File: src/rtl/interp_filter_20.sv
// interp_filter_20: 20-tap polyphase interpolator, L=5; one low-rate sample in, five filtered phases out.
// Optional output saturation with sticky overflow flag is enabled by defining INTERP_FILTER_SAT_EN.
module interp_filter_20 #(
  parameter int DATA_W = 5,
  parameter int OUT_W  = 8,
  parameter int SHIFT  = 6
) (
  input  logic              clk,
  input  logic              reset,
  input  logic              in_valid,
  output logic              in_ready,
  input  logic [DATA_W-1:0] data_in,
  output logic              out_valid,
  input  logic              out_ready,
  output logic [OUT_W-1:0]  data_out,
  output logic [2:0]        phase
`ifdef INTERP_FILTER_SAT_EN
  ,
  output logic              sticky_ovf
`endif
);

  localparam int COEF_W = 9;
  localparam int PROD_W = DATA_W + COEF_W;
  localparam int ACC_W  = PROD_W + 2;
  localparam int EXT_W  = ACC_W + OUT_W;

  typedef enum logic {IDLE = 1'b0, RUN = 1'b1} state_t;

  state_t                   state, state_nx;
  logic [2:0]               cnt, cnt_nx;
  logic                     in_fire, out_fire, load;
  logic                     vld_p1;
  logic signed [DATA_W-1:0] din;
  logic signed [DATA_W-1:0] x0, x1, x2, x3;
  logic signed [DATA_W-1:0] l0_p0, l1_p0, l2_p0, l3_p0;
  logic signed [ACC_W-1:0]  sum_p0;
  logic signed [EXT_W-1:0]  scl_p0;
  logic [OUT_W-1:0]         y_p0;

  // Symmetric prototype: only h[0..9] are stored, h[k] = h[19-k].
  function automatic logic signed [COEF_W-1:0] coef(input logic [4:0] k);
    logic [4:0] m;
    m = (k > 5'd9) ? (5'd19 - k) : k;
    case (m)
      5'd0:    coef = 9'sd1;
      5'd1:    coef = -9'sd9;
      5'd2:    coef = -9'sd2;
      5'd3:    coef = 9'sd13;
      5'd4:    coef = 9'sd14;
      5'd5:    coef = -9'sd14;
      5'd6:    coef = -9'sd39;
      5'd7:    coef = -9'sd3;
      5'd8:    coef = 9'sd99;
      default: coef = 9'sd193;
    endcase
  endfunction

  function automatic logic signed [ACC_W-1:0] phase_sum(
    input logic [2:0]               p,
    input logic signed [DATA_W-1:0] a0,
    input logic signed [DATA_W-1:0] a1,
    input logic signed [DATA_W-1:0] a2,
    input logic signed [DATA_W-1:0] a3
  );
    logic [4:0] k;
    k = {2'b00, p};
    phase_sum = ACC_W'(coef(k))          * ACC_W'(a0)
              + ACC_W'(coef(k + 5'd5))  * ACC_W'(a1)
              + ACC_W'(coef(k + 5'd10)) * ACC_W'(a2)
              + ACC_W'(coef(k + 5'd15)) * ACC_W'(a3);
  endfunction

  function automatic logic signed [EXT_W-1:0] scale(input logic signed [ACC_W-1:0] s);
    scale = EXT_W'(s) >>> SHIFT;
  endfunction

`ifdef INTERP_FILTER_SAT_EN
  localparam logic signed [EXT_W-1:0] Y_MAX = {{(ACC_W+1){1'b0}}, {(OUT_W-1){1'b1}}};
  localparam logic signed [EXT_W-1:0] Y_MIN = {{(ACC_W+1){1'b1}}, {(OUT_W-1){1'b0}}};

  function automatic logic clip(input logic signed [EXT_W-1:0] v);
    clip = (v > Y_MAX) || (v < Y_MIN);
  endfunction

  function automatic logic [OUT_W-1:0] size_out(input logic signed [EXT_W-1:0] v);
    if (v > Y_MAX)      size_out = Y_MAX[OUT_W-1:0];
    else if (v < Y_MIN) size_out = Y_MIN[OUT_W-1:0];
    else                size_out = v[OUT_W-1:0];
  endfunction
`else
  function automatic logic [OUT_W-1:0] size_out(input logic signed [EXT_W-1:0] v);
    size_out = v[OUT_W-1:0];
  endfunction
`endif

  assign din       = signed'(data_in);
  assign vld_p1    = (state == RUN);
  assign out_valid = vld_p1;
  assign phase     = cnt;
  assign in_ready  = (state == IDLE) | (vld_p1 & (cnt == 3'd4) & out_ready);
  assign in_fire   = in_valid & in_ready;
  assign out_fire  = vld_p1 & out_ready;

  always_comb begin
    state_nx = state;
    cnt_nx   = cnt;
    load     = 1'b0;
    case (state)
      IDLE: begin
        if (in_fire) begin
          state_nx = RUN;
          cnt_nx   = 3'd0;
          load     = 1'b1;
        end
      end
      RUN: begin
        if (out_fire) begin
          if (cnt != 3'd4) begin
            cnt_nx = cnt + 3'd1;
            load   = 1'b1;
          end else if (in_fire) begin
            cnt_nx = 3'd0;
            load   = 1'b1;
          end else begin
            state_nx = IDLE;
            cnt_nx   = 3'd0;
          end
        end
      end
      default: state_nx = IDLE;
    endcase
  end

  // Stage p0: phase sum on the line as it will stand after this edge
  always_comb begin
    if (in_fire) begin
      l0_p0 = din;
      l1_p0 = x0;
      l2_p0 = x1;
      l3_p0 = x2;
    end else begin
      l0_p0 = x0;
      l1_p0 = x1;
      l2_p0 = x2;
      l3_p0 = x3;
    end
  end

  assign sum_p0 = phase_sum(cnt_nx, l0_p0, l1_p0, l2_p0, l3_p0);
  assign scl_p0 = scale(sum_p0);
  assign y_p0   = size_out(scl_p0);

  always_ff @(posedge clk) begin
    if (reset) begin
      state <= IDLE;
      cnt   <= 3'd0;
    end else begin
      state <= state_nx;
      cnt   <= cnt_nx;
    end
  end

  // Stage p1: delay line and held output sample
  always_ff @(posedge clk) begin
    if (reset) begin
      x0       <= '0;
      x1       <= '0;
      x2       <= '0;
      x3       <= '0;
      data_out <= '0;
    end else begin
      if (in_fire) begin
        x0 <= din;
        x1 <= x0;
        x2 <= x1;
        x3 <= x2;
      end
      if (load) data_out <= y_p0;
    end
  end

`ifdef INTERP_FILTER_SAT_EN
  always_ff @(posedge clk) begin
    if (reset)                      sticky_ovf <= 1'b0;
    else if (load && clip(scl_p0)) sticky_ovf <= 1'b1;
  end
`endif

endmodule

File: config.mk
export PLATFORM = sky130hd
export DESIGN_NAME = interp_filter_20
export DESIGN_NICKNAME = d
export VERILOG_FILES = /design/src/rtl/interp_filter_20.sv
export SDC_FILE = /design/constraint.sdc
export NUM_CORES = 1
export LEC_CHECK = 0
export BUFFER_PORTS_ARGS = -buffer_cell sky130_fd_sc_hd__buf_4
export CORE_ASPECT_RATIO = 1.5
export CORE_MARGIN = 5
export CORE_UTILIZATION = 30
export DETAILED_ROUTE_END_ITERATION = 7
export RECOVER_POWER = 50
export SETUP_SLACK_MARGIN = 0.15
export SLEW_MARGIN = 20
export SYNTH_ARGS = -nofsm -noshare
export SYNTH_HDL_FRONTEND = slang
export SYNTH_SLANG_ARGS = --single-unit
File: constraint.sdc
create_clock -name clk -period 11.8 [get_ports clk]
set_clock_uncertainty 0.15 [all_clocks]
set_input_delay 0 -clock clk [delete_from_list [all_inputs] [get_ports clk]]
set_output_delay 0 -clock clk [all_outputs]
set_load 0.02 [all_outputs]
=== Word level (Yosys, flattened, before mapping) ===
Memories as Yosys holds them, arrays and structs flattened.
Cells that the tools add are included.

* Register bits after elaboration: 32
* Latch bits: 0
* RAM bits: 0
* ROM bits: 504
* Output and inout bits: 13
* Logic and storage cells: 56
* Memories kept: 4

* Add/subtract/negate cells: 10
* Multipliers: 4
* Div/mod/pow operators: 0
* Magnitude comparators: 3
* Eq/ne operators: 2
* Shifts and indexed selects: 0
* Muxes and demuxes: 20
* Bitwise logic cells: 6
* Reduce and logical (&&, ||, !) cells: 0

{| class="wikitable"
|+ Memory list
! memory !! words !! bits a word !! rd ports !! clocked after Yosys merged registers in !! write ports !! line !! RTL
|-
| (name not given) || 16 || 9 || 1 || 0 || 0 || 45 || <nowiki>case (m)</nowiki>
|-
| (name not given) || 16 || 9 || 1 || 0 || 0 || 45 ||
|-
| (name not given) || 16 || 9 || 1 || 0 || 0 || 45 ||
|-
| (name not given) || 8 || 9 || 1 || 0 || 0 || 45 ||
|}

{| class="wikitable"
|+ Operator list
! kind !! number
|-
| 9-bit by 5-bit multiplier with 14-bit output || 4
|-
| 14-bit adder || 3
|-
| 5-bit 2-to-1 mux || 7
|-
| 9-bit 2-to-1 mux || 3
|-
| 3-bit by 4-bit adder with 5-bit output, second input constant || 2
|-
| 5-bit by 4-bit greater-than comparator with 1-bit output, second input constant || 2
|-
| 5-bit subtractor, first input constant || 2
|-
| 3-bit 2-to-1 mux || 3
|-
| 3-bit one-hot mux with 2 select lines || 1
|-
| 5-bit by 4-bit subtractor with 5-bit output, first input constant || 1
|-
| 3-bit by 3-bit adder with 4-bit output, second input constant || 1
|-
| 1-bit AND || 4
|-
| 4-bit greater-than comparator, second input constant || 1
|-
| 1-bit 2-to-1 mux || 4
|-
| 1-bit one-hot mux with 2 select lines || 2
|-
| 3-bit by 1-bit adder with 3-bit output, second input constant || 1
|-
| 3-bit == test, second input constant || 1
|-
| 3-bit != test, second input constant || 1
|-
| 1-bit NOT || 1
|-
| 1-bit bitwise OR || 1
|}

=== Depth between registers and ports, before layout ===
An unclocked memory read counts as a cell.

* Depth after elaboration: 16
* Gate-level depth with buffers: 39
* Depth with buffers taken out: 37

=== Worst setup path after synthesis ===
No wires, ideal clock.

* Path kind: reg-to-reg
* Start: reg cnt[0] (netlist: phase[0])
* End: reg data_out[7]
* Arrival: 9.093 ns
* Data required time: 11.528 ns
* Path slack: 2.435 ns
* Cell stages (with the launch flop): 35
* Path buffers: 2
* Clock period less this slack: 9.365 ns
* Cell sequence: dfxtp_1 -> inv_1 -> ha_1 -> a21bo_2 -> mux2i_1 -> a21o_2 -> inv_1 -> buf_2 -> buf_2 -> ha_1 -> ha_1 -> ha_1 -> a21boi_0 -> inv_1 -> a2111oi_0 -> o21ai_0 -> o211ai_1 -> o21a_1 -> nand2b_1 -> fa_1 -> fa_1 -> fa_1 -> inv_1 -> fa_1 -> fa_1 -> fa_1 -> fa_1 -> ha_1 -> a21o_1 -> a21oi_1 -> nor3b_1 -> o31ai_4 -> a2111oi_4 -> nor4b_1 -> a311o_1

* Cells in the longest elaborated chain, start to end: 16
* Elaborated cells on any way between the ends: 45

{| class="wikitable"
|+ Ends and longest elaborated chain
! what !! line !! RTL
|-
| start: declaration || 31 || <nowiki>logic [2:0] cnt, cnt_nx;</nowiki>
|-
| start signal: assignment || 160 || <nowiki>cnt <= cnt_nx;</nowiki>
|-
| 3-bit == test || 101 || <nowiki>assign in_ready = (state == IDLE) | (vld_p1 & (cnt == 3'd4) & out_ready);</nowiki>
|-
| 1-bit AND (2 in a row) || 101 ||
|-
| 1-bit bitwise OR || 101 ||
|-
| 1-bit AND || 102 || <nowiki>assign in_fire = in_valid & in_ready;</nowiki>
|-
| 3-bit 2-to-1 mux || 111 || <nowiki>if (in_fire) begin</nowiki>
|-
| 3-bit one-hot mux with 2 select lines || 109 || <nowiki>case (state)</nowiki>
|-
| 3-bit by 3-bit adder with 4-bit output || 69 || <nowiki>+ ACC_W'(coef(k + 5'd5)) * ACC_W'(a1)</nowiki>
|-
| 5-bit by 4-bit subtractor with 5-bit output or 4-bit greater-than comparator (tied branches) || 44 || <nowiki>m = (k > 5'd9) ? (5'd19 - k) : k;</nowiki>
|-
| 5-bit 2-to-1 mux || 44 ||
|-
| memory read 16 x 9 bit || - ||
|-
| 9-bit 2-to-1 mux || 45 ||
|-
| 9-bit by 5-bit multiplier with 14-bit output || 69 ||
|-
| 14-bit adder || 69 ||
|-
| 14-bit adder || 70 || <nowiki>+ ACC_W'(coef(k + 5'd10)) * ACC_W'(a2)</nowiki>
|-
| 14-bit adder || 71 || <nowiki>+ ACC_W'(coef(k + 5'd15)) * ACC_W'(a3);</nowiki>
|-
| end signal: assignment || 179 || <nowiki>if (load) data_out <= y_p0;</nowiki>
|-
| end: declaration || 15 || <nowiki>output logic [OUT_W-1:0] data_out,</nowiki>
|}

Parallel ways exist; a longest one is shown, timed or not.
A chain may end at the register's enable or synchronous reset.

=== Worst setup path in the final report ===
* Start: reg cnt[0] (netlist: phase[0])
* End: reg data_out[4]

Same word-level chain as after synthesis.

==> results.py <==
metrics = {
    "critical_path": {
        "r2r_end": "data_out[4]",
        "worstPathRequired_ns": 11.89,
        "critPathSlowestCell": "fa_1",
        "path_buf_inv": 4,
        "end_kind": "flop",
        "critPathLaunchType": "flop",
        "crit_fanout": 24,
        "r2r_cells": 32,
        "cp_slowest_stage_delay_ns": 0.55,
        "cp_top_family": "adder cells",
        "worst-setup-path-type": "reg -> reg",
        "crit_cells": 32,
        "r2r_setup_slack_ns": 1.41,
        "crit_end": "data_out[4]",
        "crit_path_start": "phase[0]",
        "timing.rr.start": "phase[0]",
        "crit_arrival_ns": 10.48,
        "crit_path_frequent_cell": "fa_1",
    },
    "sta": {
        "finalCriticalPeriod_ns": 10.39,
        "relSlewSlack": -0.0448,
        "hold_viol": 0,
        "timing.fmax_mhz": 96.3,
        "drv_slew": 28,
        "fin_crit_sh": 0.880,
        "rsz0062_at_grt": "no",
        "max_slew.worst_pin.slew_ns": 1.56,
        "setup_viol": 0,
        "setup_tns_ns": 0,
        "holdWs_ns": 0.222,
    },
    "synthesis": {
        "synthDistinctLibCells": 70,
        "seq_area_frac_synth": 0.0738,
        "avgSynthCellArea_um2": 9.04,
        "synth_cells": 960,
        "yosysWarnings": 0,
        "netlist_area_um2": 8680,
        "synth-seq-cells": 32,
        "synth_flop_cell": "dfxtp_1",
        "async_flop_share": 0,
        "syn-num-nets": 1221,
        "synth_edf_count": 0,
    },
    "drt": {
        "drt_iter0_drc": 343,
        "routed_via_density": 4.73,
        "vias": 6497,
        "drtPass1Iterations": 4,
        "drc": 0,
        "wire_per_inst_um": 16.7,
        "routed_wl_um": 22900,
        "drtAntennaViolNets": 0,
    },
    "power": {
        "combPwrFrac": 0.622,
        "p_int_w": 0.000378,
        "switching_share": 0.467,
        "power_density_nw_per_um2": 75.1,
        "p_sw_w": 0.000332,
        "finalPower_w": 0.000710,
        "p_leak_nw": 4.68,
        "ir_drop_v": 0.0000545,
        "clock_power_share": 0.196,
        "power_frac_seq": 0.182,
    },
    "clock_tree": {
        "root_buffer": "clkbuf_16",
        "cts_tree": "built",
        "cts-hold-fix-buffers": 11,
        "postCtsSetupBuffers": 0,
        "cts_buffers": 5,
        "cts.path.max_buffers": 2,
        "path_clk_slew_ns": 0.07,
        "clkLatencyLatePin_ns": 0.30,
        "htree_levels": 2,
        "clock_sinks": 32,
        "cts_resized": 0,
    },
    "grt": {
        "first_global_vias": 7133,
        "grt_util_all_layers": 0.151,
        "grt_pass1_wl_um": 37600,
        "grt_max_degree": 35,
        "overflow": 0,
        "antenna_found_initial": 0,
    },
    "placement": {
        "gp_congestion": 0.966,
        "portBuffers": 21,
        "hpwl_um": 19900,
    },
    "cells_and_area": {
        "syn_to_final_growth_pct": 9.01,
        "post_route_cells_drive_above_1_share": 0.0609,
        "most-common-layout-cells": "inv_1, fa_1, nor2_1, ha_1, nand2_1",
        "diodes": 0,
        "fillerInstances": 2960,
        "final_common_cell": "inv_1",
        "fin_nets": 1245,
    },
    "die": {
        "rows": 76,
        "die_h_um": 218,
        "io_pins": 22,
        "start_util": 0.303,
        "die_area_um2": 32500,
        "core_um2": 28600,
        "dieWidth_um": 149,
    },
    "flow_run": {
        "maxCapViolCount": 1,
    },
    "min_path": {
        "hold_path.class": "in -> reg",
    },
    "run_status": {
        "violations": "capacitance limit, slew limit",
        "outcome": "finished, violations left",
    },
}
[synthesized netlist by cell type (17+ instances only)]
library cell / instances / area share
inv_1: 224 / 0.097
fa_1: 180 / 0.42
nor2_1: 103 / 0.045
ha_1: 72 / 0.10
nand2_1: 62 / 0.027
dfxtp_1: 32 / 0.074
xnor2_1: 26 / 0.026
mux2i_1: 21 / 0.024
nand3_1: 18 / 0.010
o21ai_0: 18 / 0.010
a21oi_1: 17 / 0.0098
nand2b_1: 17 / 0.012
[cell type report]
class,count,area (µm²),area share
Timing Repair Buffer,39,260,0.0275
Clock inverter,3,18.8,0.00198
Multi-Input combinational cell,680,7080,0.748
Inverter,226,848,0.0897
Sequential cell,32,641,0.0677
Tap cell,390,488,0.0516
Clock buffer,5,125,0.0132
[per-layer routing]
layer,GRT usage,wire length [µm],up-vias
met4,0.105,1860,0
li1,-,-,2984
met3,0.00747,483,66
met1,0.150,7740,3298
met2,0.294,12900,149
met5,0,0,-
[metrics by stage]
stage	setup slack (ns)	utilization	cell area (µm²)	std cells
2_1_floorplan	2.44	-	8680	960
4_1_cts	1.47	0.333	9540	1375
5_1_grt	0.826	0.330	9460	1375
3_3_place_gp	1.61	0.324	9280	1356
3_5_place_dp	1.51	0.324	9280	1356
6_report	1.41	0.330	9460	1375
[worst min-delay path, delay by kind of cell]
kind	cells	cell delay (ns)
AND/OR/NAND/NOR	1	0.10
buffers and inverters	2	0.34
AO/OA/AOI/OAI	2	0.16
[sequential cells by signal, summed over array words and instances, names as in the netlist]
signal     count
data_out       8
x0             5
x1             5
x2             5
x3             5
phase          3
out_valid      1
[power by group through the flow]
| stage | Sequential [W] | Combinational [W] | Clock [W] |
|---|---|---|---|
| floorplan | 0.000145 | 0.000318 | 0 |
| global placement | 0.000132 | 0.000449 | 0 |
| detailed placement | 0.000132 | 0.000456 | 0 |
| CTS | 0.000130 | 0.000461 | 0.000143 |
| global route | 0.000131 | 0.000508 | 0.000146 |
| finish | 0.000129 | 0.000442 | 0.000139 |
[cells by family after synthesis]
group	Yosys count	share of synthesized area
AND/OR/NAND/NOR	274	0.153
adder cells (fa/ha/maj)	253	0.520
buffers and inverters	248	0.109
AO/OA/AOI/OAI	93	0.0766
flip-flops	32	0.0738
multiplexers	31	0.0379
XOR/XNOR	29	0.0293
[worst min-delay path by stage]
| stage | depth (start not counted) | from | end | slack [ns] |
|---|---|---|---|---|
| floorplan | 2 | in_valid | out_valid | -0.03 |
| global placement | 3 | in_valid | out_valid | 0.14 |
| detailed placement | 3 | in_valid | out_valid | 0.15 |
| CTS | 5 | out_ready | data_out[5] | 0.22 |
| global route | 5 | out_ready | data_out[5] | 0.23 |
| finish | 5 | out_ready | data_out[5] | 0.22 |
No activity file was read; power rests on OpenSTA's default activity.
